### src/rtl/adv_counter_core.sv
// Multi-digit up/down hex counter with per-digit wrap limits and serial 7-seg frames.
// Optional ADVCNT_LZB_EN blanks leading zero digits (digit 0 always shown).
module adv_counter_core #(
  parameter int DIGITS    = 4,
  parameter int SHIFT_DIV = 4
) (
  input  logic                  clk,
  input  logic                  rst_n,
  input  logic [DIGITS-1:0]     inc_in,
  input  logic                  up_dn,
  input  logic                  carry_en,
  input  logic                  max_en,
  input  logic                  limit_load,
  input  logic                  clr,
  output logic [4*DIGITS-1:0]   cnt_out,
  output logic                  ovf,
  output logic [DIGITS-1:0]     seg_data,
  output logic                  seg_clk,
  output logic                  seg_latch,
  output logic                  busy
);

  typedef enum logic [1:0] {
    IDLE,
    SHIFT,
    LATCH
  } state_t;

  localparam logic [7:0] DIV_M1 = 8'(SHIFT_DIV - 1);

  logic [DIGITS-1:0]      s1, s2, s3;
  logic [DIGITS-1:0]      inc_edge;
  logic [DIGITS-1:0][3:0] cnt_q, cnt_d, lim_q;
  logic [DIGITS-1:0][7:0] frame, sh;
  logic                   top_co;
  logic                   evt;
  logic                   pending;
  state_t                 state;
  logic [7:0]             div_q;
  logic [2:0]             bit_q;

  function automatic logic [7:0] hex7(input logic [3:0] d);
    logic [7:0] f;
    unique case (d)
      4'h0: f = 8'h3F;
      4'h1: f = 8'h06;
      4'h2: f = 8'h5B;
      4'h3: f = 8'h4F;
      4'h4: f = 8'h66;
      4'h5: f = 8'h6D;
      4'h6: f = 8'h7D;
      4'h7: f = 8'h07;
      4'h8: f = 8'h7F;
      4'h9: f = 8'h6F;
      4'hA: f = 8'h77;
      4'hB: f = 8'h7C;
      4'hC: f = 8'h39;
      4'hD: f = 8'h5E;
      4'hE: f = 8'h79;
      4'hF: f = 8'h71;
    endcase
    return f;
  endfunction

  assign inc_edge = s2 & ~s3;
  assign cnt_out  = cnt_q;

  always_ff @(posedge clk or negedge rst_n) begin
    if (!rst_n) begin
      s1 <= '0;
      s2 <= '0;
      s3 <= '0;
    end else begin
      s1 <= inc_in;
      s2 <= s1;
      s3 <= s2;
    end
  end

  // Carry ripples through all digits in one cycle; an own edge
  // coinciding with an incoming carry still yields a single step.
  always_comb begin
    logic       c;
    logic       step;
    logic [3:0] lim;
    cnt_d = cnt_q;
    c     = 1'b0;
    step  = 1'b0;
    lim   = 4'hF;
    for (int j = 0; j < DIGITS; j++) begin
      lim  = max_en ? lim_q[j] : 4'hF;
      step = inc_edge[j] | (carry_en & c);
      c    = 1'b0;
      if (step) begin
        if (up_dn) begin
          if (cnt_q[j] >= lim) begin
            cnt_d[j] = 4'h0;
            c        = 1'b1;
          end else begin
            cnt_d[j] = cnt_q[j] + 4'd1;
          end
        end else begin
          if (cnt_q[j] == 4'h0) begin
            cnt_d[j] = lim;
            c        = 1'b1;
          end else begin
            cnt_d[j] = cnt_q[j] - 4'd1;
          end
        end
      end
    end
    top_co = c;
  end

  assign evt = clr | (cnt_d != cnt_q);

  always_ff @(posedge clk or negedge rst_n) begin
    if (!rst_n) begin
      cnt_q <= '0;
      lim_q <= '1;
      ovf   <= 1'b0;
    end else begin
      cnt_q <= clr ? '0 : cnt_d;
      ovf   <= ~clr & top_co;
      if (limit_load) lim_q <= cnt_q;
    end
  end

`ifdef ADVCNT_LZB_EN
  always_comb begin
    logic [DIGITS:0] hi;
    hi    = '0;
    frame = '0;
    for (int j = DIGITS - 1; j >= 0; j--) begin
      hi[j]    = hi[j+1] | (cnt_q[j] != 4'h0);
      frame[j] = (j == 0 || hi[j]) ? hex7(cnt_q[j]) : 8'h00;
    end
  end
`else
  always_comb begin
    frame = '0;
    for (int j = 0; j < DIGITS; j++) begin
      frame[j] = hex7(cnt_q[j]);
    end
  end
`endif

  always_comb begin
    seg_data = '0;
    for (int j = 0; j < DIGITS; j++) begin
      seg_data[j] = sh[j][7];
    end
  end

  // pending set wins over the clear on frame start: the snapshot
  // taken in that cycle holds the pre-change value.
  always_ff @(posedge clk or negedge rst_n) begin
    if (!rst_n) begin
      state     <= IDLE;
      pending   <= 1'b1;
      busy      <= 1'b0;
      seg_clk   <= 1'b0;
      seg_latch <= 1'b0;
      div_q     <= '0;
      bit_q     <= '0;
      sh        <= '0;
    end else begin
      unique case (state)
        IDLE: begin
          pending <= pending | evt;
          if (pending && !busy) begin
            pending <= evt;
            state   <= SHIFT;
            busy    <= 1'b1;
            seg_clk <= 1'b0;
            div_q   <= '0;
            bit_q   <= '0;
            sh      <= frame;
          end
        end
        SHIFT: begin
          pending <= pending | evt;
          if (div_q == DIV_M1) begin
            div_q <= '0;
            if (!seg_clk) begin
              seg_clk <= 1'b1;
            end else begin
              seg_clk <= 1'b0;
              if (bit_q == 3'd7) begin
                state     <= LATCH;
                seg_latch <= 1'b1;
                sh        <= '0;
              end else begin
                bit_q <= bit_q + 3'd1;
                for (int j = 0; j < DIGITS; j++) begin
                  sh[j] <= {sh[j][6:0], 1'b0};
                end
              end
            end
          end else begin
            div_q <= div_q + 8'd1;
          end
        end
        LATCH: begin
          pending <= pending | evt;
          if (div_q == DIV_M1) begin
            state     <= IDLE;
            seg_latch <= 1'b0;
            busy      <= 1'b0;
            div_q     <= '0;
          end else begin
            div_q <= div_q + 8'd1;
          end
        end
        default: begin
          state <= IDLE;
        end
      endcase
    end
  end

endmodule
### config.mk
export PLATFORM = sky130hd
export DESIGN_NAME = adv_counter_core
export DESIGN_NICKNAME = d
export VERILOG_FILES = /design/src/rtl/adv_counter_core.sv
export SDC_FILE = /design/constraint.sdc
export NUM_CORES = 1
export LEC_CHECK = 0
export CAP_MARGIN = 25
export CORE_MARGIN = 3
export CORE_UTILIZATION = 35
export CTS_CLUSTER_SIZE = 28
export DETAILED_ROUTE_END_ITERATION = 16
export HOLD_SLACK_MARGIN = 0.03
export MAX_ROUTING_LAYER = met4
export PLACE_DENSITY_LB_ADDON = 0.1
export SLEW_MARGIN = 20
export SYNTH_ARGS = -nofsm -noshare
export SYNTH_HDL_FRONTEND = slang
export SYNTH_SLANG_ARGS = --single-unit
export TNS_END_PERCENT = 20
### constraint.sdc
create_clock -name clk -period 3.3 [get_ports clk]
set_input_delay 0.99 -clock clk [delete_from_list [all_inputs] [get_ports clk]]
set_output_delay 0.99 -clock clk [all_outputs]
set_load 0.1 [all_outputs]
**Word-level counts from Yosys, hierarchy flattened**

Memory sizes are Yosys's and may differ from the RTL's.
Index checks and enable logic that the tools add are counted.

- Bits in read-only memories: 448
- Memories: 4
- Output and inout port bits: 24
- Input bits: 11
- Flip-flop bits (word level): 94

Memory list:

| memory | words | width | rd ports | clocked after memory_dff | write ports | RTL line | RTL |
|---|---|---|---|---|---|---|---|
| (no name shown) | 16 | 7 | 1 | 0 | 0 | 44 | `unique case (d)` |
| (no name shown) | 16 | 7 | 1 | 0 | 0 | 44 |  |
| (no name shown) | 16 | 7 | 1 | 0 | 0 | 44 |  |
| (no name shown) | 16 | 7 | 1 | 0 | 0 | 44 |  |

- Bitwise operators: 12
- Order comparisons: 4
- Equal/unequal tests: 11
- $add $sub $neg: 10
- Reductions and logical operators: 19
- Muxes and demuxes: 69

Operators by type and width:

| cell | count |
|---|---|
| two-way mux 32 bit | 4 |
| two-way mux 4 bit | 20 |
| case mux 32 bit (2 select lines) | 1 |
| two-way mux 1 bit | 25 |
| adder 4 x 1 -> 4 bit, second input constant | 4 |
| >= comparator 4 bit | 4 |
| zero test 4 bit | 4 |
| two-way mux 16 bit | 1 |
| two-way mux 8 bit | 2 |
| != test 16 bit | 1 |
| case mux 8 bit (2 select lines) | 1 |
| subtractor 4 x 1 -> 4 bit, second input constant | 4 |
| AND reduction 5 bit | 3 |
| two-way mux 3 bit | 4 |
| != test 2 bit, second input constant | 6 |
| two-way mux 2 bit | 5 |
| adder 8 x 1 -> 8 bit, second input constant | 1 |
| == test 8 x 2 -> 1 bit, second input constant | 1 |
| case mux 1 bit (2 select lines) | 4 |
| nonzero test 2 bit | 4 |
| case mux 2 bit (3 select lines) | 1 |
| case mux 3 bit (2 select lines) | 1 |
| AND reduction 3 bit | 2 |
| bitwise OR 1 bit | 5 |
| 14 further kinds | 17 |

**Logic depth before layout (Yosys ltp)**

Gate-level depths: netlist of run 1.

- Depth after elaboration: 19
- Mapped depth: 13
- Gate-level depth less buffers: 10

**Worst setup path after synthesis of run 1**

OpenSTA, ideal clock, no wires.

- Path kind: input -> register
- From: input port max_en
- To: register cnt_q, in the netlist cnt_out[15]
- Cell stages on the path: 13
- Arrival: 3.400 ns
- Path slack: -0.232 ns
- Cells stage by stage: clkbuf_1 > buf_2 > nor2b_1 > inv_1 > ha_1 > nand2b_1 > a2111oi_2 > nor2_1 > a32oi_4 > o32a_1 > buf_6 > mux2i_1 > nor2_1

- Cells in the longest elaborated chain, start to end: 15
- Elaborated cells on any way between the ends: 28

RTL lines:

| what | RTL line | RTL |
|---|---|---|
| from (decl) | 12 | `input logic max_en,` |
| two-way mux 4 bit | 91 | `lim = max_en ? lim_q[j] : 4'hF;` |
| >= comparator 4 bit | 96 | `if (cnt_q[j] >= lim) begin` |
| two-way mux 1 bit | 96 |  |
| two-way mux 1 bit | 95 | `if (up_dn) begin` |
| two-way mux 1 bit | 94 | `if (step) begin` |
| bitwise AND 1 bit | 92 | `step = inc_edge[j] \| (carry_en & c);` |
| bitwise OR 1 bit | 92 |  |
| two-way mux 1 bit | 94 |  |
| bitwise AND 1 bit | 92 |  |
| bitwise OR 1 bit | 92 |  |
| two-way mux 1 bit | 94 |  |
| bitwise AND 1 bit | 92 |  |
| bitwise OR 1 bit | 92 |  |
| two-way mux 4 bit (*) | 94 |  |
| two-way mux 16 bit (*) | 123 | `cnt_q <= clr ? '0 : cnt_d;` |
| to (signal assigned) | 123 |  |
| to (decl) | 33 | `logic [DIGITS-1:0][3:0] cnt_q, cnt_d, lim_q;` |

Mark *: on every way between the ends. The rest lies on a longest branch, timed or not.
A chain may end at the register's enable or synchronous reset.

**Final worst setup path of run 1**

- From: input port max_en
- To: register pending

- Cells in the longest elaborated chain, start to end: 19
- Elaborated cells on any way between the ends: 44

RTL lines:

| what | RTL line | RTL |
|---|---|---|
| two-way mux 4 bit | 91 |  |
| >= comparator 4 bit | 96 |  |
| two-way mux 1 bit | 96 |  |
| two-way mux 1 bit | 95 |  |
| two-way mux 1 bit | 94 |  |
| bitwise AND 1 bit | 92 |  |
| bitwise OR 1 bit | 92 |  |
| two-way mux 1 bit | 94 |  |
| [... 3 more ...] | -- |  |
| bitwise AND 1 bit | 92 |  |
| bitwise OR 1 bit | 92 |  |
| two-way mux 4 bit | 94 |  |
| != test 16 bit (*) | 115 | `assign evt = clr \| (cnt_d != cnt_q);` |
| bitwise OR 1 bit (*) | 115 |  |
| bitwise OR 1 bit | 170, 182, 205 |  |
| two-way mux 1 bit | 171 | `if (pending && !busy) begin` |
| case mux 1 bit (2 select lines) (*) | 168 | `unique case (state)` |
| to (signal assigned) | 170 | `pending <= pending \| evt;` |
| to (signal assigned) | 182 | `pending <= pending \| evt;` |
| to (signal assigned) | 205 | `pending <= pending \| evt;` |
| to (decl) | 37 | `logic pending;` |

Marks and branches as above.

==> flow_summary.ini, run 1 <==
[setup_path]
critPathArrivalTime_ns = 3.26
criticalPathCategory = primary input to flip-flop
cp-start-kind = primary input
r2r_cells = 9
critPathCaptureType = flip-flop
cp.required_ns = 3.56
critPathMaxFanout = 9

[timing]
finalSetupTns_ns = 0
finClkSkew_ns = 0.008308
period_minus_slack_ns = 2.999
post-route-period-util_pct = 90.89
rsz0062_at_grt = false
slew_headroom_pct = 46.90
drv_slew = 0
tightest_slew_ns = 0.7941
setup_viol = 0
worst_slack_ns = 0.3006
hold_viol = 0
fmax_ghz = 0.3334

[layout]
area.growth.synth_to_final_pct = 20.76
layout-drive-gt1-share_pct = 22.37
final_area_um2 = 7452
nets = 813
insertedDiodeCount = 0
layout_common_cells = buf_4, nand2_1, dfrtp_1
final_common_cell = buf_4

[global_routing]
grt_max_degree = 41
grt_usage_pct = 17.32
overflow = 0
antenna_found_initial = 0
grt_pass1_wl_um = 27030
grt_pass1_vias = 5181

[detailed_routing]
drc = 0
drt-initial-drc-count = 413
routed_wl_um = 15630
routedWlPerCell_um = 15.94
ant_nets = 0
vias = 5149
viasPerCell = 5.254
drtPass1Iterations = 5

[logic_synthesis]
synth_cell_types = 67
synth_fp_nets = 752
ys_seq_elements = 94
synth-edff-count = 0
syn-instance-count = 694
yosysSeqAreaShare_pct = 38.46
yosysWarnings = 0
postSynthAreaPerCell_um2 = 8.892
synth_ff_type = dfrtp_1
syn_area_um2 = 6171
synth-async-reset-ratio_pct = 100.0

[pwr]
power.density_nw_per_um2 = 663.3
finalPower_mw = 4.943
ir_worst_vdd_uv = 395.1
p_leak_nw = 3.378

[placement]
gp_congestion = 0.8750
portBuffers = 34
hpwl_um = 11380
post-place-ws_ns = -0.4923
placed_cell_area_um2 = 6998

[cts]
h-tree-depth = 3
cts_root_buf = clkbuf_16
clock_sinks = 94
cts_tree = built
cts_buffer_depth = 2
clk_transition_reported_paths_ns = 0.07
cts_buffers = 9
clock_latency_ns = 0.35

[die]
die_h_um = 138.8
start_util_pct = 36.44
core_um2 = 16940
num_rows = 47
io-pin-count = 35
die-area_um2 = 19260
die_width_um = 138.8

[hold_path]
hold_path.class = flip-flop to flip-flop
worstHoldPathCells = 0

[status]
status = finished, final reports clean

[job]
cap_violations = 0
-- layout make-up --
| type | count | area (um^2) |
|---|---|---|
| fillers | 1654 | 9484 |
| multi-input cells | 522 | 3622 |
| repair buffers | 96 | 765.7 |
| well taps | 220 | 275.3 |
| clock inverters | 5 | 40.04 |
| clock buffers | 11 | 252.7 |
| flip-flops and latches | 94 | 2376 |
| inverters | 32 | 120.1 |
-- final timing paths --
path	start	to	slack (ns)
max	max_en	pending	0.30
min	s1[0]	s2[0]	0.35
max reg2reg	cnt_out[4]	cnt_out[12]	0.45
min reg2reg	s1[0]	s2[0]	0.35
max in group asynchronous	rst_n	cnt_out[4]	1.99
min in group asynchronous	rst_n	div_q[6]	0.60
-- power breakdown --
| group | leakage, nW | switching [mW] | internal (mW) | total, mW |
|---|---|---|---|---|
| sequential | 1.14 | 0.191 | 1.45 | 1.64 |
| combinational | 2.09 | 1.46 | 0.809 | 2.27 |
| clock | 0.146 | 0.472 | 0.560 | 1.03 |
| total | 3.38 | 2.13 | 2.82 | 4.94 |
-- metrics by stage --
| step | utilization (%) | instances | hold WS [ns] |
|---|---|---|---|
| 4_1_cts | 43.76 | 979 | 0.3532 |
| 6_report | 44.00 | 980 | 0.3505 |
| 5_1_grt | 44.00 | 980 | 0.3589 |
| 2_1_floorplan | - | 694 | 0.3312 |
| 3_3_place_gp | 41.32 | 962 | 0.3314 |
| 3_5_place_dp | 41.32 | 962 | 0.3371 |
-- metal layers --
layer / share of wire [%] / up-vias / GRT usage, %
met2: 45 / 114 / 26.95
met5: 0 / - / -
met3: 3.8 / 14 / 2.931
met1: 50 / 2434 / 23.85
met4: 1.1 / 0 / 3.862
li1: - / 2587 / -
-- sequential cells by signal, summed over array words and instances (netlist names), 2 cells and up --
signal    cells
sh           28
cnt_out      16
lim_q        16
div_q         8
s1            4
s2            4
s3            4
seg_data      4
bit_q         3
state         2
-- cell families after synthesis --
group | Yosys count | synth area share [%]
compound gates | 208 | 22.18
xor+xnor | 18 | 2.555
fa+ha+maj | 47 | 9.530
buf+inv | 78 | 5.251
flops | 94 | 38.46
mux | 30 | 5.414
simple gates | 219 | 16.61
-- worst max-delay path, stage by stage --
cell	delay (ns)
dlymetal6s2s_1	0.13
buf_6	0.13
buf_6	0.13
nor2b_1	0.14
ha_1	0.17
nand2b_4	0.16
a2111oi_4	0.34
buf_4	0.18
nor2_4	0.05
o2bb2ai_4	0.15
xor2_1	0.09
o41ai_2	0.43
a41oi_2	0.17
-- synth_stat cells, types with 2 or more instances --
cell type | count | area, um^2
buf_2 | 3 | 15.01
nand2b_1 | 10 | 62.56
and3_1 | 5 | 31.28
o21bai_1 | 3 | 22.52
nand4_1 | 3 | 18.77
a22oi_1 | 3 | 22.52
nand2_1 | 75 | 281.5
xor2_1 | 9 | 78.83
a21o_1 | 4 | 30.03
a211oi_1 | 17 | 127.6
a22o_1 | 3 | 26.28
or2_2 | 6 | 37.54
dfstp_2 | 17 | 446.7
o211a_1 | 2 | 20.02
buf_4 | 5 | 37.54
xnor2_1 | 9 | 78.83
mux2i_1 | 12 | 120.1
o41ai_1 | 2 | 17.52
inv_1 | 32 | 120.1
mux2_2 | 17 | 191.4
ha_1 | 47 | 588.1
o21a_1 | 4 | 30.03
a31oi_1 | 10 | 62.56
nor3b_1 | 5 | 37.54
clkbuf_1 | 32 | 120.1
a21oi_1 | 51 | 255.2
a311oi_1 | 8 | 70.07
o32a_1 | 2 | 20.02
o211ai_1 | 7 | 52.55
dfrtp_1 | 77 | 1927
nand3_1 | 17 | 85.08
nor2b_1 | 21 | 131.4
and2_1 | 3 | 18.77
buf_1 | 4 | 15.01
nor2_1 | 59 | 221.5
o21ai_0 | 66 | 330.3
a41o_1 | 2 | 20.02
nor3_1 | 11 | 55.05
o2bb2ai_1 | 3 | 26.28
-- what timing repair did --
item | CTS | global route
gates resized for setup | 23 | 6
setup endpoints to repair | 6 | 7
pin swaps | 12 | 6
endpoints found under the hold margin | 0 | 0
hold buffers | 0 | 0
buffers inserted | 2 | 1
Power figures use the tool's default switching activity.
==> inputs of run 2 (changes only) <==
Settings changed: ABC_AREA set to 1, GPL_TIMING_DRIVEN set to 0.
==> run 2 against run 1 <==
Effect of this change:
- synthesized area rose by 1.6%
- sequential power fell by 22%
- worst setup slack got worse by 0.15 ns
- non-clock buffer count fell by 23
- first-iteration DRC count fell by 13%
- utilization fell by 2.2 points
- register-to-register slack got worse by 0.13 ns
- power fell by 33%
- final cell count rose by 12%
- critical endpoint is now cnt_out[1]
- largest cell class unchanged
- highest routed layer unchanged
==> flow_summary.ini, run 2 <==
[status]
status = finished, final reports clean

[setup_path]
critPathArrivalTime_ns = 2.16
critPathMaxFanout = 10
cp_slowest_cell = clkdlybuf4s50_1
cp_slowest_stage_delay_ns = 1.22
critPathCaptureType = output port
crit_family = buffers and inverters
critPathLaunch = cnt_out[1]
criticalPathCategory = flip-flop to output port
reg2reg_from = cnt_out[0]
cp_num_buf_inv = 1
cp-start-kind = flip-flop
crit_chain = clkdlybuf4s50_1
cp.required_ns = 2.31

[logic_synthesis]
synth-async-reset-ratio_pct = 100.0
yosys.area_share.simple_pct = 25.79
yosysTopAreaCellShare_pct = 30.72
ys_seq_elements = 94
synthAdderAreaFrac_pct = 9.376
yosysWarnings = 0
synth-compound-area-share_pct = 17.30
yosys.area.top_type = dfrtp_1
synth.most_common_cell = nand2_1
synth_top_family_by_area = simple AND/OR/NAND/NOR gates
syn-instance-count = 824
yosysSeqAreaShare_pct = 37.84
synth_cell_types = 49
synth_ff_type = dfrtp_1
syn_area_um2 = 6272
ys_top_cells_by_area = dfrtp_1, nand2_1, ha_1
synth-edff-count = 0
synth.mux.area_fraction_pct = 0
synth_fp_nets = 882
synthTopCellsByCount = nand2_1, nor2_1, inv_1
postSynthAreaPerCell_um2 = 7.612
synth_xor_area_share_pct = 0.2793

[cts]
cts_buffers = 9
cts_buffer_depth = 2
clock_latency_ns = 0.35
cts_root_buf = clkbuf_16
h-tree-depth = 3
cts-hold-fix-buffers = 0
clock_sinks = 94
cts_tree = built
clk_transition_reported_paths_ns = 0.07

[placement]
post-place-ws_ns = -0.7544
gp_congestion = 0.8890
portBuffers = 33
hpwl_um = 13150

[hold_path]
min_from = s1[1]
hold_path.class = flip-flop to flip-flop

[detailed_routing]
drt-initial-drc-count = 358
ant_nets = 0
routedWlPerCell_um = 15.96
viasPerCell = 5.319
routed_wl_um = 17590
vias = 5862
drtPass1Iterations = 5
drc = 0

[timing]
tightest_slew_ns = 0.9781
post-route-period-util_pct = 95.48
hold_viol = 0
slew_headroom_pct = 34.59
fmax_ghz = 0.3174
drv_slew = 0
finalSetupTns_ns = 0
setup_viol = 0
finClkSkew_ns = 0.008990
rsz0062_at_grt = false
period_minus_slack_ns = 3.151
worst_slack_ns = 0.1493

[die]
die_h_um = 139.9
start_util_pct = 36.01
core_um2 = 17420
io-pin-count = 35
die-area_um2 = 19560
die_width_um = 139.9
num_rows = 48

[layout]
layout-drive-gt1-share_pct = 11.17
final_common_cell = nand2_1
largest_reg_flops = 28
nets = 930
seqCellArea_um2 = 2374
largest-register = sh
insertedDiodeCount = 0
area.growth.synth_to_final_pct = 16.06
n_fill_cell = 1774
multi_input_area_um2 = 3321
utilization_pct = 41.80
layout_common_cells = nand2_1, nor2_1, inv_1

[global_routing]
grt_pass1_wl_um = 28940
antenna_found_initial = 0
grt_max_degree = 74
overflow = 0
grt_pass1_vias = 5517
grt_usage_pct = 18.81

[pwr]
p_leak_nw = 3.328
power.density_nw_per_um2 = 452.2
ir_worst_vdd_uv = 268.4

[job]
cap_violations = 0
run 2: changes by cell type after synthesis, moves of 12 or more:
cell | before | now
mux2i_1 | 12 | 0
mux2_2 | 17 | 0
o21ai_0 | 66 | 52
nor2b_1 | 21 | 0
nor2_1 | 59 | 93
inv_1 | 32 | 88
nand4_1 | 3 | 21
clkbuf_1 | 32 | 13
nand2_1 | 75 | 162
nand3_1 | 17 | 49
run 2: where the power goes:
| part | leakage [nW] | switching [mW] | internal, mW |
|---|---|---|---|
| registers | 1.16 | 0.0624 | 1.22 |
| logic | 2.01 | 0.581 | 0.256 |
| clock network | 0.155 | 0.499 | 0.676 |
run 2: cells by family (layout without fill, tap and decap cells):
| kind of cell | count (synthesis) | in the layout |
|---|---|---|
| compound gates | 182 | 182 |
| flops | 94 | 94 |
| simple gates | 360 | 360 |
| fa+ha+maj | 47 | 47 |
| xor+xnor | 2 | 2 |
| buf+inv | 139 | 192 |
run 2: final timing paths:
| kind | endpoint | cells past startpoint | slack (ns) |
|---|---|---|---|
| setup reg to reg | pending | 22 | 0.32 |
| setup / recovery | cnt_out[1] | 1 | 0.15 |
| hold / removal | s2[1] | 0 | 0.35 |
| hold reg to reg | s2[1] | 0 | 0.35 |
| max in group asynchronous | lim_q[13] | 2 | 2.15 |
| min in group asynchronous | s3[0] | 1 | 0.48 |
run 2: per-stage QoR:
step | cell area [um^2] | hold slack [ns] | power [mW] | instances
after CTS | 7246 | 0.3558 | 3.312 | 1099
after detailed placement | 6913 | 0.3397 | 2.124 | 1083
after floorplan | 6272 | 0.3312 | 1.886 | 824
after global routing | 7279 | 0.3671 | 3.485 | 1102
final | 7279 | 0.3523 | 3.292 | 1102
after global placement | 6884 | 0.3346 | 2.111 | 1082
run 2: repair_timing:
action | in CTS | in global routing
setup endpoints to repair | 6 | 1
buffers inserted | 0 | 3
gates resized for setup | 4 | 9
pin swaps | 0 | 3
run 2: per-layer routing:
layer / track usage [%] / vias to the layer above / share of wire [%]
met5: - / - / 0
met4: 4.844 / 0 / 1.6
met3: 2.715 / 19 / 4.0
met2: 29.15 / 154 / 45
met1: 26.02 / 2800 / 49
li1: - / 2889 / -
run 2: cell type report:
type,count,area share (%)
timing repair buffer,37,5.174
clock buffer,9,3.094
buffer,36,2.905
multi-input combinational,591,45.62
sequential,94,32.61
clock inverter,7,1.427
tap,225,3.867
inverter,103,5.311
